--- src/rtl/intra_ram_arb_ctl_pkg.sv ---
// ----------------------------------------------------------------------------
// intra_ram_arb_ctl_pkg
//   Shared definitions for the intra RAM port-A controller: RAM geometry,
//   controller FSM state encoding and requester id encoding.
// ----------------------------------------------------------------------------
package intra_ram_arb_ctl_pkg;

    localparam int INTRA_RAM_AW = 6;   // address width, depth = 64 words
    localparam int INTRA_RAM_WW = 32;  // word width

    typedef enum logic {
        ST_SERVE = 1'b0,  // arbitrate between write-back and neighbour fetch
        ST_CLEAR = 1'b1   // sweep every address with the clear value
    } ctl_state_e;

    typedef enum logic {
        REQ_WR = 1'b0,    // intra reconstruction write-back
        REQ_RD = 1'b1     // intra neighbour fetch
    } req_id_e;

endpackage

--- src/rtl/intra_rr_arb2.sv ---
// ----------------------------------------------------------------------------
// intra_rr_arb2
//   Two-input round-robin arbiter. The grant is combinational; the flop
//   remembers which requester won last so that a tie goes to the other one.
//   After reset a tie goes to the write requester.
//
// Ports:
//   clk, rst_n   clock, asynchronous active-low reset
//   en_i         grants allowed this cycle
//   req_wr_i     write requester asks for the port
//   req_rd_i     read requester asks for the port
//   gnt_wr_o     write requester owns the port this cycle
//   gnt_rd_o     read requester owns the port this cycle
// ----------------------------------------------------------------------------
module intra_rr_arb2
    import intra_ram_arb_ctl_pkg::*;
(
    input  logic clk,
    input  logic rst_n,
    input  logic en_i,
    input  logic req_wr_i,
    input  logic req_rd_i,
    output logic gnt_wr_o,
    output logic gnt_rd_o
);

    req_id_e rr_last;

    always_comb begin
        // NOTE: every output of a combinational block gets a default first so
        // no path leaves it unassigned and no latch is inferred.
        gnt_wr_o = 1'b0;
        gnt_rd_o = 1'b0;
        if (en_i) begin
            if (req_wr_i && req_rd_i) begin
                if (rr_last == REQ_RD) begin
                    gnt_wr_o = 1'b1;
                end else begin
                    gnt_rd_o = 1'b1;
                end
            end else begin
                gnt_wr_o = req_wr_i;
                gnt_rd_o = req_rd_i;
            end
        end
    end

    always_ff @(posedge clk or negedge rst_n) begin
        // NOTE: sequential state uses non-blocking assignments so every flop
        // samples the pre-edge values regardless of statement order.
        if (!rst_n) begin
            rr_last <= REQ_RD;
        end else if (gnt_wr_o) begin
            rr_last <= REQ_WR;
        end else if (gnt_rd_o) begin
            rr_last <= REQ_RD;
        end
    end

endmodule

--- src/rtl/intra_ram_arb_ctl.sv ---
// ----------------------------------------------------------------------------
// intra_ram_arb_ctl
//   Port-A controller for the 32x64 dual-port intra RAM. Shares the port
//   between the reconstruction write-back (write) and the neighbour fetch
//   (read) with round-robin arbitration, one access per cycle, and runs a
//   clear sweep that writes CLR_VALUE to every address at CTU/tile start.
//
// Ports:
//   clk, rst_n                   clock, asynchronous active-low reset
//   clr_start_i / clr_busy_o     start pulse / sweep in progress
//   wr_req_i, wr_addr_i,         write request held with address and data
//   wr_data_i, wr_ack_o          until the combinational ack
//   rd_req_i, rd_addr_i,         read request held with address until the
//   rd_ack_o                     combinational ack
//   rd_valid_o, rd_data_o        read data, one cycle after rd_ack_o
//   ram_cen_o, ram_oen_o,        active-low RAM controls
//   ram_wen_o
//   ram_addr_o, ram_data_o       RAM address and write data
//   ram_data_i                   RAM read data, valid the cycle after a read
// ----------------------------------------------------------------------------
module intra_ram_arb_ctl
    import intra_ram_arb_ctl_pkg::*;
#(
    parameter int                    ADDR_WIDTH = INTRA_RAM_AW,
    parameter int                    WORD_WIDTH = INTRA_RAM_WW,
    parameter logic [WORD_WIDTH-1:0] CLR_VALUE  = '0
) (
    input  logic                  clk,
    input  logic                  rst_n,
    input  logic                  clr_start_i,
    output logic                  clr_busy_o,
    input  logic                  wr_req_i,
    input  logic [ADDR_WIDTH-1:0] wr_addr_i,
    input  logic [WORD_WIDTH-1:0] wr_data_i,
    output logic                  wr_ack_o,
    input  logic                  rd_req_i,
    input  logic [ADDR_WIDTH-1:0] rd_addr_i,
    output logic                  rd_ack_o,
    output logic                  rd_valid_o,
    output logic [WORD_WIDTH-1:0] rd_data_o,
    output logic                  ram_cen_o,
    output logic                  ram_oen_o,
    output logic                  ram_wen_o,
    output logic [ADDR_WIDTH-1:0] ram_addr_o,
    output logic [WORD_WIDTH-1:0] ram_data_o,
    input  logic [WORD_WIDTH-1:0] ram_data_i
);

    localparam logic [ADDR_WIDTH-1:0] CNT_LAST = {ADDR_WIDTH{1'b1}};

    ctl_state_e            state;
    logic [ADDR_WIDTH-1:0] clr_cnt;
    logic                  rd_pend;
    logic [ADDR_WIDTH-1:0] addr_q;   // address of the last access, held while idle
    logic [WORD_WIDTH-1:0] data_q;   // write data of the last access, held while idle
    logic                  serve_en;
    logic                  gnt_wr;
    logic                  gnt_rd;

    // The clear start cycle itself leaves the port idle; reset gates the
    // combinational acks so they read 0 while rst_n is low.
    assign serve_en = rst_n && (state == ST_SERVE) && !clr_start_i;

    intra_rr_arb2 u_arb (
        .clk      (clk),
        .rst_n    (rst_n),
        .en_i     (serve_en),
        .req_wr_i (wr_req_i),
        .req_rd_i (rd_req_i),
        .gnt_wr_o (gnt_wr),
        .gnt_rd_o (gnt_rd)
    );

    assign wr_ack_o  = gnt_wr;
    assign rd_ack_o  = gnt_rd;
    assign ram_oen_o = 1'b0;

    // RAM port mux: clear sweep wins over everything, otherwise the granted
    // requester drives the port. Idle cycles keep the previous address/data.
    always_comb begin
        ram_cen_o  = 1'b1;
        ram_wen_o  = 1'b1;
        ram_addr_o = addr_q;
        ram_data_o = data_q;
        if (state == ST_CLEAR) begin
            ram_cen_o  = 1'b0;
            ram_wen_o  = 1'b0;
            ram_addr_o = clr_cnt;
            ram_data_o = CLR_VALUE;
        end else if (gnt_wr) begin
            ram_cen_o  = 1'b0;
            ram_wen_o  = 1'b0;
            ram_addr_o = wr_addr_i;
            ram_data_o = wr_data_i;
        end else if (gnt_rd) begin
            ram_cen_o  = 1'b0;
            ram_addr_o = rd_addr_i;
        end
    end

    // Controller FSM with the clear counter and busy flag.
    always_ff @(posedge clk or negedge rst_n) begin
        if (!rst_n) begin
            state      <= ST_SERVE;
            clr_cnt    <= '0;
            clr_busy_o <= 1'b0;
        end else begin
            case (state)
                ST_SERVE: begin
                    if (clr_start_i) begin
                        state      <= ST_CLEAR;
                        clr_cnt    <= '0;
                        clr_busy_o <= 1'b1;
                    end
                end
                ST_CLEAR: begin
                    clr_cnt <= clr_cnt + 1'b1;
                    if (clr_cnt == CNT_LAST) begin
                        state      <= ST_SERVE;
                        clr_busy_o <= 1'b0;
                    end
                end
                default: begin
                    state      <= ST_SERVE;
                    clr_busy_o <= 1'b0;
                end
            endcase
        end
    end

    // Read pipeline and idle-hold registers.
    always_ff @(posedge clk or negedge rst_n) begin
        if (!rst_n) begin
            rd_pend <= 1'b0;
            addr_q  <= '0;
            data_q  <= '0;
        end else begin
            rd_pend <= gnt_rd;
            if (!ram_cen_o) begin
                addr_q <= ram_addr_o;
                data_q <= ram_data_o;
            end
        end
    end

    assign rd_valid_o = rd_pend;
    assign rd_data_o  = rd_pend ? ram_data_i : '0;

endmodule

--- config.mk ---
export PLATFORM = sky130hd
export DESIGN_NAME = intra_ram_arb_ctl
export DESIGN_NICKNAME = d
export VERILOG_FILES = /design/src/rtl/intra_ram_arb_ctl_pkg.sv /design/src/rtl/intra_rr_arb2.sv /design/src/rtl/intra_ram_arb_ctl.sv
export SDC_FILE = /design/constraint.sdc
export NUM_CORES = 1
export LEC_CHECK = 0
export ABC_AREA = 1
export ABC_CLOCK_PERIOD_IN_PS = 1600
export BUFFER_PORTS_ARGS = -buffer_cell sky130_fd_sc_hd__buf_2
export CAP_MARGIN = 15
export CORE_MARGIN = 8
export CORE_UTILIZATION = 25
export CTS_CLUSTER_DIAMETER = 80
export DETAILED_ROUTE_END_ITERATION = 16
export GPL_ROUTABILITY_DRIVEN = 0
export PLACE_DENSITY = 0.61
export SLEW_MARGIN = 20
export SYNTH_ARGS = -nofsm -noshare
export SYNTH_HDL_FRONTEND = slang
export SYNTH_SLANG_ARGS = --single-unit
--- constraint.sdc ---
create_clock -name clk -period 1.6 [get_ports clk]
set_clock_uncertainty 0.2 [all_clocks]
set_input_delay 0 -clock clk [delete_from_list [all_inputs] [get_ports clk]]
set_output_delay 0 -clock clk [all_outputs]
set_load 0.02 [all_outputs]
==> results.sh, run 1 <==
export IMPL_mappedNetlistArea_mm2=0.00255
export IMPL_hold_buffers=47
export IMPL_grt_max_degree=34
export IMPL_setup_tns_ns=-10.42
export IMPL_cts_buffer_depth=2
export IMPL_clock_fmax_ghz=0.523
export IMPL_cp_slowest_cell="dfrtp_1"
export IMPL_busiest_layer="met2"
export IMPL_num_vias=3028
export IMPL_r2r_end="addr_q[5]"
export IMPL_required_ns=1.40
export IMPL_min_period_over_period_pct=120
export IMPL_row_count=37
export IMPL_max_cap_violations=0
export IMPL_worstHoldStart="wr_req_i"
export IMPL_rr_startpoint="state"
export IMPL_antenna_found_initial=0
export IMPL_min_path_cells=5
export IMPL_use_met3_pct=4.05
export IMPL_reg2reg_depth=11
export IMPL_critPathMaxStageDelay_ns=0.42
export IMPL_synthesis_nets=431
export IMPL_crit_fanout=26
export IMPL_wirelength_mm=9.61
export IMPL_core_area_mm2=0.0101
export IMPL_num_antenna_cells=0
export IMPL_via_per_inst=4.28
export IMPL_drtIter0Drc=87
export IMPL_end_kind="output port"
export IMPL_dp_final_hpwl_mm=6.91
export IMPL_arrival_ns=1.71
export IMPL_period_minus_slack_ns=1.91
export IMPL_drive_gt1_share_pct=47.1
export IMPL_setup_ws_ns=-0.312
export IMPL_pwr_share_clk_pct=17.8
export IMPL_grt_pass1_wl_mm=14.5
export IMPL_p_comb_share_pct=44.5
export IMPL_cts_tree="yes"
export IMPL_numCtsBuffers=5
export IMPL_area_delta_synth_final_pct=81.2
export IMPL_root_buffer="clkbuf_8"
export IMPL_rsz0062_at_grt="yes"
export IMPL_p_leak_uw=0.00247
export IMPL_clk_pin_slew_ns=0.10
export IMPL_swShare_pct=37.6
export IMPL_dieArea_mm2=0.0137
export IMPL_worst_hold_slack_ns=-0.0405
export IMPL_worstSetupStartpointType="flop"
export IMPL_p_per_area_mw_per_mm2=880
export IMPL_ys_seq_area_share_pct=47.2
export IMPL_use_met1_pct=14.2
export IMPL_track_usage_pct=13.2
export IMPL_fin_util_pct=45.7
export IMPL_fin_nets=652
export IMPL_ir_worst_vdd_mv=0.469
export IMPL_ioPinCount=158
export IMPL_cts_num_sinks=48
export IMPL_final_cell_mix="buf_2, nor2_1, nand2_1, buf_4"
export IMPL_route_detailed_drc=0
export IMPL_run_status="finished with violations"
export IMPL_violations="hold timing, setup timing"
export IMPL_critical_path_class="flop to output port"
export IMPL_seqPwrFrac_pct=37.7
export IMPL_synth_area_leader_cell="dfrtp_1"
export IMPL_ant_nets=0
export IMPL_start_util_pct=25.2
export IMPL_die_height_um=117
export IMPL_overflow=0
export IMPL_drt_first_pass_iters=4
export IMPL_postSynthCellCount=349
export IMPL_synth_area_leaders="dfrtp_1, nor2_1, nand2_1"
export IMPL_wl_per_cell_um=13.6
export IMPL_crit_chain="inv_4, nand2_4, nor2_4, nand2_8, buf_12, o21ai_1, nor2_1, buf_4"
export IMPL_first_global_vias=3109
export IMPL_maxSlewViolCount=0
export IMPL_setup_viol_count_final=41
export IMPL_die_x_um=117
export IMPL_min_to="addr_q[3]"
export IMPL_gr_usage_met2_pct=24.7
export IMPL_hold_viol_final=1
export IMPL_r2r_setup_slack_ns=0.01
export IMPL_synth_distinct_cells=29
export IMPL_worstSkewPairLatency_ns=0.30
export IMPL_yosysTopAreaCellShare_pct=46.2
export IMPL_p_int_uw=2530
export IMPL_hold_path_class="input pin to flop"
export IMPL_htreeDepth=2
export IMPL_final_common_cell="buf_2"
export IMPL_io_buffers=156
export IMPL_syn_area_per_cell_um2=7.30
export IMPL_crit_family="flip-flops"
export IMPL_ys_seq_elements=48
export IMPL_crit_buf_inv=3
export IMPL_p_total_uw=4060
export IMPL_switchingPower_uw=1530
export IMPL_yosys_warnings=0
## per-stage QoR
step / area [um2] / hold WS (ns) / instances / setup slack, ns
after floorplan: 2580 / -0.496 / 349 / 0.00438
after global placement: 3600 / -0.204 / 644 / -0.0692
after detailed placement: 3600 / -0.208 / 644 / -0.0738
after CTS: 4490 / -0.00701 / 706 / -0.320
after global routing: 4620 / -0.0114 / 707 / -0.411
final: 4620 / -0.0405 / 707 / -0.312
## registers in the layout, indices dropped and copies added (netlist names)
| register | cells |
|---|---|
| data_q | 32 |
| addr_q | 6 |
| clr_cnt | 6 |
| clr_busy_o | 1 |
| rd_valid_o | 1 |
| state | 1 |
| u_arb.rr_last | 1 |
## area by class of cell
type                       instances  area (um2)
sequential                        48        1200
clock inverter                     1        8.76
inverter                          44         180
timing repair buffer             230        1650
clock buffer                       7        76.3
fill                             977        5480
multi-input combinational        241        1330
tap                              136         170
## cells by family after synthesis
group / count (synthesis) / share of synthesized area, %
AND/OR/NAND/NOR: 182 / 29.3
buffers and inverters: 60 / 11.1
AO/OA/AOI/OAI: 57 / 11.8
flip-flops: 48 / 47.2
adder cells (fa/ha/maj): 1 / 0.491
other: 1 / 0.147
## worst reg2reg max path, stage by stage (launching register included)
cell      delay [ns]
dfrtp_1         0.42
inv_4           0.08
nand2_4         0.05
nor2_4          0.16
nand2_8         0.11
clkinv_8        0.09
buf_6           0.11
nand2_2         0.05
nand2_2         0.05
inv_2           0.03
buf_4           0.11
o21ai_1         0.06
## synth_stat cells, drive strengths merged
cell    number
a22o         1
buf          8
nor3b        1
a21boi       2
dfstp        1
nand2       66
dfrtp       47
conb         1
a21oi        7
a31oi        2
ha           1
nand3        9
inv         44
o21bai       1
nor2       106
a22oi        1
clkbuf       8
o21ai       43
## repair_timing
item / 4_1_cts / 5_1_grt
endpoints found under the hold margin: 91 / 1
setup endpoints to repair: 51 / 57
buffers inserted: 6 / 2
pin swaps: 21 / 6
gates resized for setup: 109 / 35
cloned: 1 / 0
## worst max-delay path by stage
| stage | from | to | slack, ns | cells past startpoint |
|---|---|---|---|---|
| after floorplan | state | ram_data_o[24] | 0.004 | 9 |
| after global placement | u_arb.rr_last | ram_data_o[4] | -0.07 | 7 |
| after detailed placement | u_arb.rr_last | ram_addr_o[2] | -0.07 | 8 |
| after CTS | state | ram_addr_o[3] | -0.32 | 11 |
| after global routing | state | ram_data_o[12] | -0.41 | 8 |
| final | state | ram_data_o[12] | -0.31 | 8 |
## power by group through the flow
stage | Combinational, uW | Sequential, uW | Clock, uW
2_1_floorplan | 861 | 1540 | 0
3_3_place_gp | 1330 | 1550 | 0
3_5_place_dp | 1350 | 1550 | 0
4_1_cts | 1670 | 1530 | 764
5_1_grt | 1990 | 1560 | 807
6_report | 1810 | 1530 | 722
## per-layer routing
metal	wire, um	vias up
li1	-	1509
met1	3770	1388
met2	4810	126
met3	966	5
met4	63	0
met5	0	-
Power figures use the tool's default switching activity.
==> run 2, diff against run 1 <==
- CORE_ASPECT_RATIO: unset -> 2
- CORE_MARGIN: 8 -> 1.5
- CORE_UTILIZATION: 25 -> 39
- PLACE_DENSITY: 0.61 -> 0.85
==> run 2 against run 1 <==
Against the previous run: largest power group unchanged; the flow finishes with violations (setup timing); combinational power up 17%; flip-flop and latch count unchanged; wire length up 14%; register-to-register slack worse by 0.11 ns; count of clock-buffer cells in the layout down 2; sequential power about the same; power up 15%; critical path type is now input pin to output port.
==> results.sh, run 2 (same netlist as run 1, synthesis figures left out) <==
export IMPL_run_status="finished with violations"
export IMPL_violations="setup timing"
export IMPL_wl_met3_um=715
export IMPL_ant_nets=0
export IMPL_critical_path_class="input pin to output port"
export IMPL_antenna_found_initial=0
export IMPL_p_per_area_mw_per_mm2=963
export IMPL_num_antenna_cells=0
export IMPL_worstSkewPairLatency_ns=0.28
export IMPL_fin_nets=657
export IMPL_drtIter0Drc=171
export IMPL_core_area_mm2=0.00631
export IMPL_reg2reg_depth=9
export IMPL_final_common_cell="buf_2"
export IMPL_max_cap_violations=0
export IMPL_relSlewSlack_pct=60.1
export IMPL_setup_ws_ns=-0.442
export IMPL_dp_cells=595
export IMPL_grt_pass1_wl_mm=14.3
export IMPL_wirelength_mm=10.9
export IMPL_postPlaceCellArea_mm2=0.00354
export IMPL_end_kind="output port"
export IMPL_regMostFlops="data_q"
export IMPL_register_area_mm2=0.00120
export IMPL_ioPinCount=158
export IMPL_wl_per_cell_um=16.5
export IMPL_first_global_vias=3229
export IMPL_htreeDepth=2
export IMPL_hold_viol_final=0
export IMPL_dieArea_mm2=0.00706
export IMPL_via_per_inst=4.99
export IMPL_root_buffer="clkbuf_16"
export IMPL_track_usage_pct=27.2
export IMPL_dp_final_hpwl_mm=5.96
export IMPL_numCtsBuffers=5
export IMPL_crit_fanout=2
export IMPL_min_path_cells=5
export IMPL_fin_util_pct=76.7
export IMPL_arrival_ns=1.84
export IMPL_drive_gt1_share_pct=50.8
export IMPL_hold_path_class="input pin to flop"
export IMPL_wl_met2_mm=6.12
export IMPL_wl_met1_mm=3.55
export IMPL_rsz0062_at_grt="yes"
export IMPL_cts_tree="yes"
export IMPL_route_detailed_drc=0
export IMPL_p_leak_uw=0.00260
export IMPL_top_regs="data_q x32, addr_q x6, clr_cnt x6"
export IMPL_cts_buffer_depth=2
export IMPL_min_period_over_period_pct=128
export IMPL_setup_tns_ns=-12.53
export IMPL_top_layer_used="met4"
export IMPL_final_area_mm2=0.00484
export IMPL_num_vias=3296
export IMPL_maxSlewViolCount=0
export IMPL_clock_fmax_ghz=0.490
export IMPL_dp_slack_ns=-0.0512
export IMPL_layout_cells_non_filler=661
export IMPL_drt_first_pass_iters=4
export IMPL_die_height_um=117
export IMPL_cts_num_sinks=48
export IMPL_die_x_um=60.2
export IMPL_io_buffers=156
export IMPL_setup_viol_count_final=49
export IMPL_worstSetupStartpointType="input pin"
export IMPL_start_util_pct=40.4
export IMPL_grt_max_degree=39
export IMPL_final_cell_mix="buf_2, nor2_1, nand2_1, dfrtp_1, dlygate4sd3_1"
export IMPL_period_minus_slack_ns=2.04
export IMPL_row_count=41
export IMPL_area_delta_synth_final_pct=89.9
export IMPL_worst_pin_slew_ns=0.597
export IMPL_clk_pin_slew_ns=0.06
export IMPL_fillerInstances=413
export IMPL_multi_input_area_mm2=0.00142
export IMPL_ir_worst_vdd_mv=0.729
export IMPL_largest_reg_flops=32
export IMPL_overflow=0
export IMPL_required_ns=1.40
-- run 2: layout make-up --
| cell class | instances | share of cell area, % |
|---|---|---|
| clock inverter | 2 | 0.259 |
| tap | 86 | 2.22 |
| multi-input combinational | 241 | 29.3 |
| timing repair buffer | 235 | 37.1 |
| inverter | 44 | 3.72 |
| clock buffer | 5 | 2.59 |
| sequential | 48 | 24.9 |
-- run 2: final timing paths --
kind                              from             to  slack, ns
min in group asynchronous        rst_n      addr_q[3]       0.26
setup / recovery           clr_start_i  ram_addr_o[0]      -0.44
hold reg to reg             clr_busy_o     clr_busy_o       0.29
hold / removal                wr_req_i      addr_q[3]       0.05
setup reg to reg                 state  u_arb.rr_last      -0.10
max in group asynchronous        rst_n     data_q[26]       0.19
-- run 2: critical path, stage by stage --
cell and delay [ns]:
buf_2 0.13, dlygate4sd3_1 0.66, nor2_4 0.17, nand2_2 0.11, buf_6 0.13, o21bai_1 0.15
nand3_1 0.15, a21oi_2 0.17, buf_4 0.16
-- run 2: where the power goes --
| group | internal (uW) | switching, uW | total (uW) |
|---|---|---|---|
| Sequential | 1410 | 145 | 1560 |
| Combinational | 911 | 1200 | 2110 |
| Clock | 567 | 423 | 990 |
-- run 2: metrics by stage --
stage / total power, uW / hold WS [ns]
after global routing: 4910 / 0.0605
final: 4660 / 0.0534
after detailed placement: 2950 / -0.215
after CTS: 4170 / 0.00208
after floorplan: 2400 / -0.496
after global placement: 2870 / -0.223
-- run 2: layer usage --
| metal | vias up | track usage (%) |
|---|---|---|
| met3 | 57 | 6.70 |
| met1 | 1529 | 23.5 |
| li1 | 1517 | - |
| met2 | 193 | 52.6 |
| met5 | - | 0 |
| met4 | 0 | 15.4 |
-- run 2: repair_timing --
action,CTS,global route
buffers inserted,5,6
endpoints found under the setup margin,51,101
hold buffers,46,0
endpoints found under the hold margin,88,0
resized for setup,102,86
gates cloned,1,2
pin swaps,10,21
==> run 3, diff against run 2 <==
- CORE_MARGIN: 1.5 -> unset
- SETUP_SLACK_MARGIN: unset -> 0.3
- SLEW_MARGIN: 20 -> 40
==> run 3 against run 2 <==
Against the previous run: cell area is 24% higher; global-route usage is 6.7 points higher; critical path depth stayed put; utilization rose by 18 points; power increased by 25%; non-clock buffer count rose by 16; the flow finishes with violations (hold timing, setup timing); register-to-register slack lost 0.31 ns; critical endpoint is now ram_addr_o[3]; setup slack got worse by 0.039 ns; largest cell class unchanged; wire length up 49%; clock power increased by 28%.
==> results.sh, run 3 (same netlist as run 1, synthesis figures left out) <==
export IMPL_run_status="finished with violations"
export IMPL_violations="hold timing, setup timing"
export IMPL_period_minus_slack_ns=2.08
export IMPL_antenna_found_initial=0
export IMPL_final_common_cell="buf_2"
export IMPL_overflow=0
export IMPL_min_path_cells=3
export IMPL_start_util_pct=40.4
export IMPL_worstSkewPairLatency_ns=0.30
export IMPL_dieArea_mm2=0.00688
export IMPL_maxSlewViolCount=0
export IMPL_drt_first_pass_iters=5
export IMPL_route_detailed_drc=0
export IMPL_hold_viol_final=3
export IMPL_worstSetupStartpointType="flop"
export IMPL_regMostFlops="data_q"
export IMPL_clk_pin_slew_ns=0.07
export IMPL_top_regs="data_q x32, addr_q x6, clr_cnt x6"
export IMPL_num_antenna_cells=0
export IMPL_grt_pass1_wl_mm=16.6
export IMPL_drtIter0Drc=251
export IMPL_worst_hold_slack_ns=-0.194
export IMPL_end_kind="output port"
export IMPL_crit_fanout=5
export IMPL_cts_tree="yes"
export IMPL_cts_num_sinks=48
export IMPL_setup_ws_ns=-0.481
export IMPL_largest_reg_flops=32
export IMPL_max_cap_violations=0
export IMPL_p_total_uw=5810
export IMPL_reg2reg_depth=11
export IMPL_dp_final_hpwl_mm=6.31
export IMPL_die_height_um=116
export IMPL_root_buffer="clkbuf_16"
export IMPL_wl_per_cell_um=23.9
export IMPL_dp_cells=596
export IMPL_fillerInstances=161
export IMPL_final_cell_mix="buf_2, buf_6, nor2_1, dfrtp_1, dlygate4sd3_1"
export IMPL_track_usage_pct=33.8
export IMPL_hold_buffers=43
export IMPL_ant_nets=0
export IMPL_fin_nets=673
export IMPL_min_period_over_period_pct=130
export IMPL_register_area_mm2=0.00121
export IMPL_area_delta_synth_final_pct=135
export IMPL_ioPinCount=158
export IMPL_clock_fmax_ghz=0.480
export IMPL_critical_path_class="flop to output port"
export IMPL_p_per_area_mw_per_mm2=971
export IMPL_numCtsBuffers=5
export IMPL_ir_worst_vdd_mv=1.22
export IMPL_wirelength_mm=16.2
export IMPL_rsz0062_at_grt="yes"
export IMPL_hold_path_class="input pin to flop"
export IMPL_via_per_inst=5.66
export IMPL_arrival_ns=1.88
export IMPL_num_vias=3835
export IMPL_cts_buffer_depth=2
export IMPL_grt_max_degree=32
export IMPL_setup_viol_count_final=81
export IMPL_htreeDepth=2
export IMPL_row_count=41
export IMPL_drive_gt1_share_pct=69.8
export IMPL_required_ns=1.40
export IMPL_p_leak_uw=0.00296
export IMPL_io_buffers=156
export IMPL_multi_input_area_mm2=0.00197
export IMPL_die_x_um=59.2
export IMPL_core_area_mm2=0.00631
export IMPL_first_global_vias=3532
export IMPL_layout_cells_non_filler=678
==> run 3: cell count changes in the layout (fill, tap and decap cells not counted), sizes merged <==
| cell | delta |
|---|---|
| buf | +18 |
| dlygate4sd3 | -4 |
| bufinv | +1 |
| clkbuf | +1 |
| clkinv | -1 |
| dlymetal6s4s | +1 |
| inv | +1 |
==> run 3: area by class of cell <==
class                   count  area share (%)
flip-flops and latches     48            20.2
inverters                  44            3.10
well taps                  86            1.80
clock inverters             3           0.774
repair buffers            251            39.0
clock buffers               5            2.09
multi-input cells         241            33.0
==> run 3: critical path, stage by stage, from the launching register on <==
cell and delay (ns):
dfrtp_2 0.45, buf_6 0.14, nor2_4 0.09, nand2_2 0.08
nor2_4 0.23, nor2_1 0.11, nor2_1 0.16, o21ai_2 0.10
nand2_2 0.09, buf_6 0.12
==> run 3: worst paths after layout <==
path | start | slack (ns) | endpoint
max | state | -0.48 | ram_addr_o[3]
min | rd_addr_i[5] | -0.19 | addr_q[5]
max reg2reg | state | -0.41 | addr_q[3]
min reg2reg | data_q[30] | 0.33 | data_q[30]
max in group asynchronous | rst_n | 0.59 | u_arb.rr_last
min in group asynchronous | rst_n | 0.13 | addr_q[0]
==> run 3: repair_timing <==
action / 4_1_cts / 5_1_grt
endpoints found under the hold margin: 92 / 3
pin swaps: 13 / 26
cloned: 5 / 2
setup buffers: 15 / 9
gates resized for setup: 175 / 174
endpoints found under the setup margin: 121 / 122
==> run 3: power by group <==
group / internal [uW] / switching (uW) / leakage (uW)
Combinational: 1320 / 1600 / 0.00225
Sequential: 1410 / 203 / 0.000628
Clock: 745 / 524 / 0.0000804
Total: 3480 / 2330 / 0.00296
==> run 3: per-stage QoR <==
step	setup TNS, ns	instance area (um2)	util (%)	hold slack (ns)	worst slack, ns
after floorplan	0	2980	-	-0.496	0.0667
after global placement	-0.491	3910	62.0	-0.163	-0.0629
after detailed placement	-1.89	3910	62.0	-0.156	-0.0877
after CTS	-11.75	5310	84.1	-0.131	-0.330
after global routing	-22.54	5980	94.7	-0.157	-0.511
final	-19.96	5980	94.7	-0.194	-0.481
==> run 3: layer usage <==
metal | GRT usage (%) | share of wire (%)
met1 | 28.7 | 29
met2 | 69.3 | 52
met3 | 5.76 | 8.6
met4 | 17.9 | 11
met5 | 0 | 0
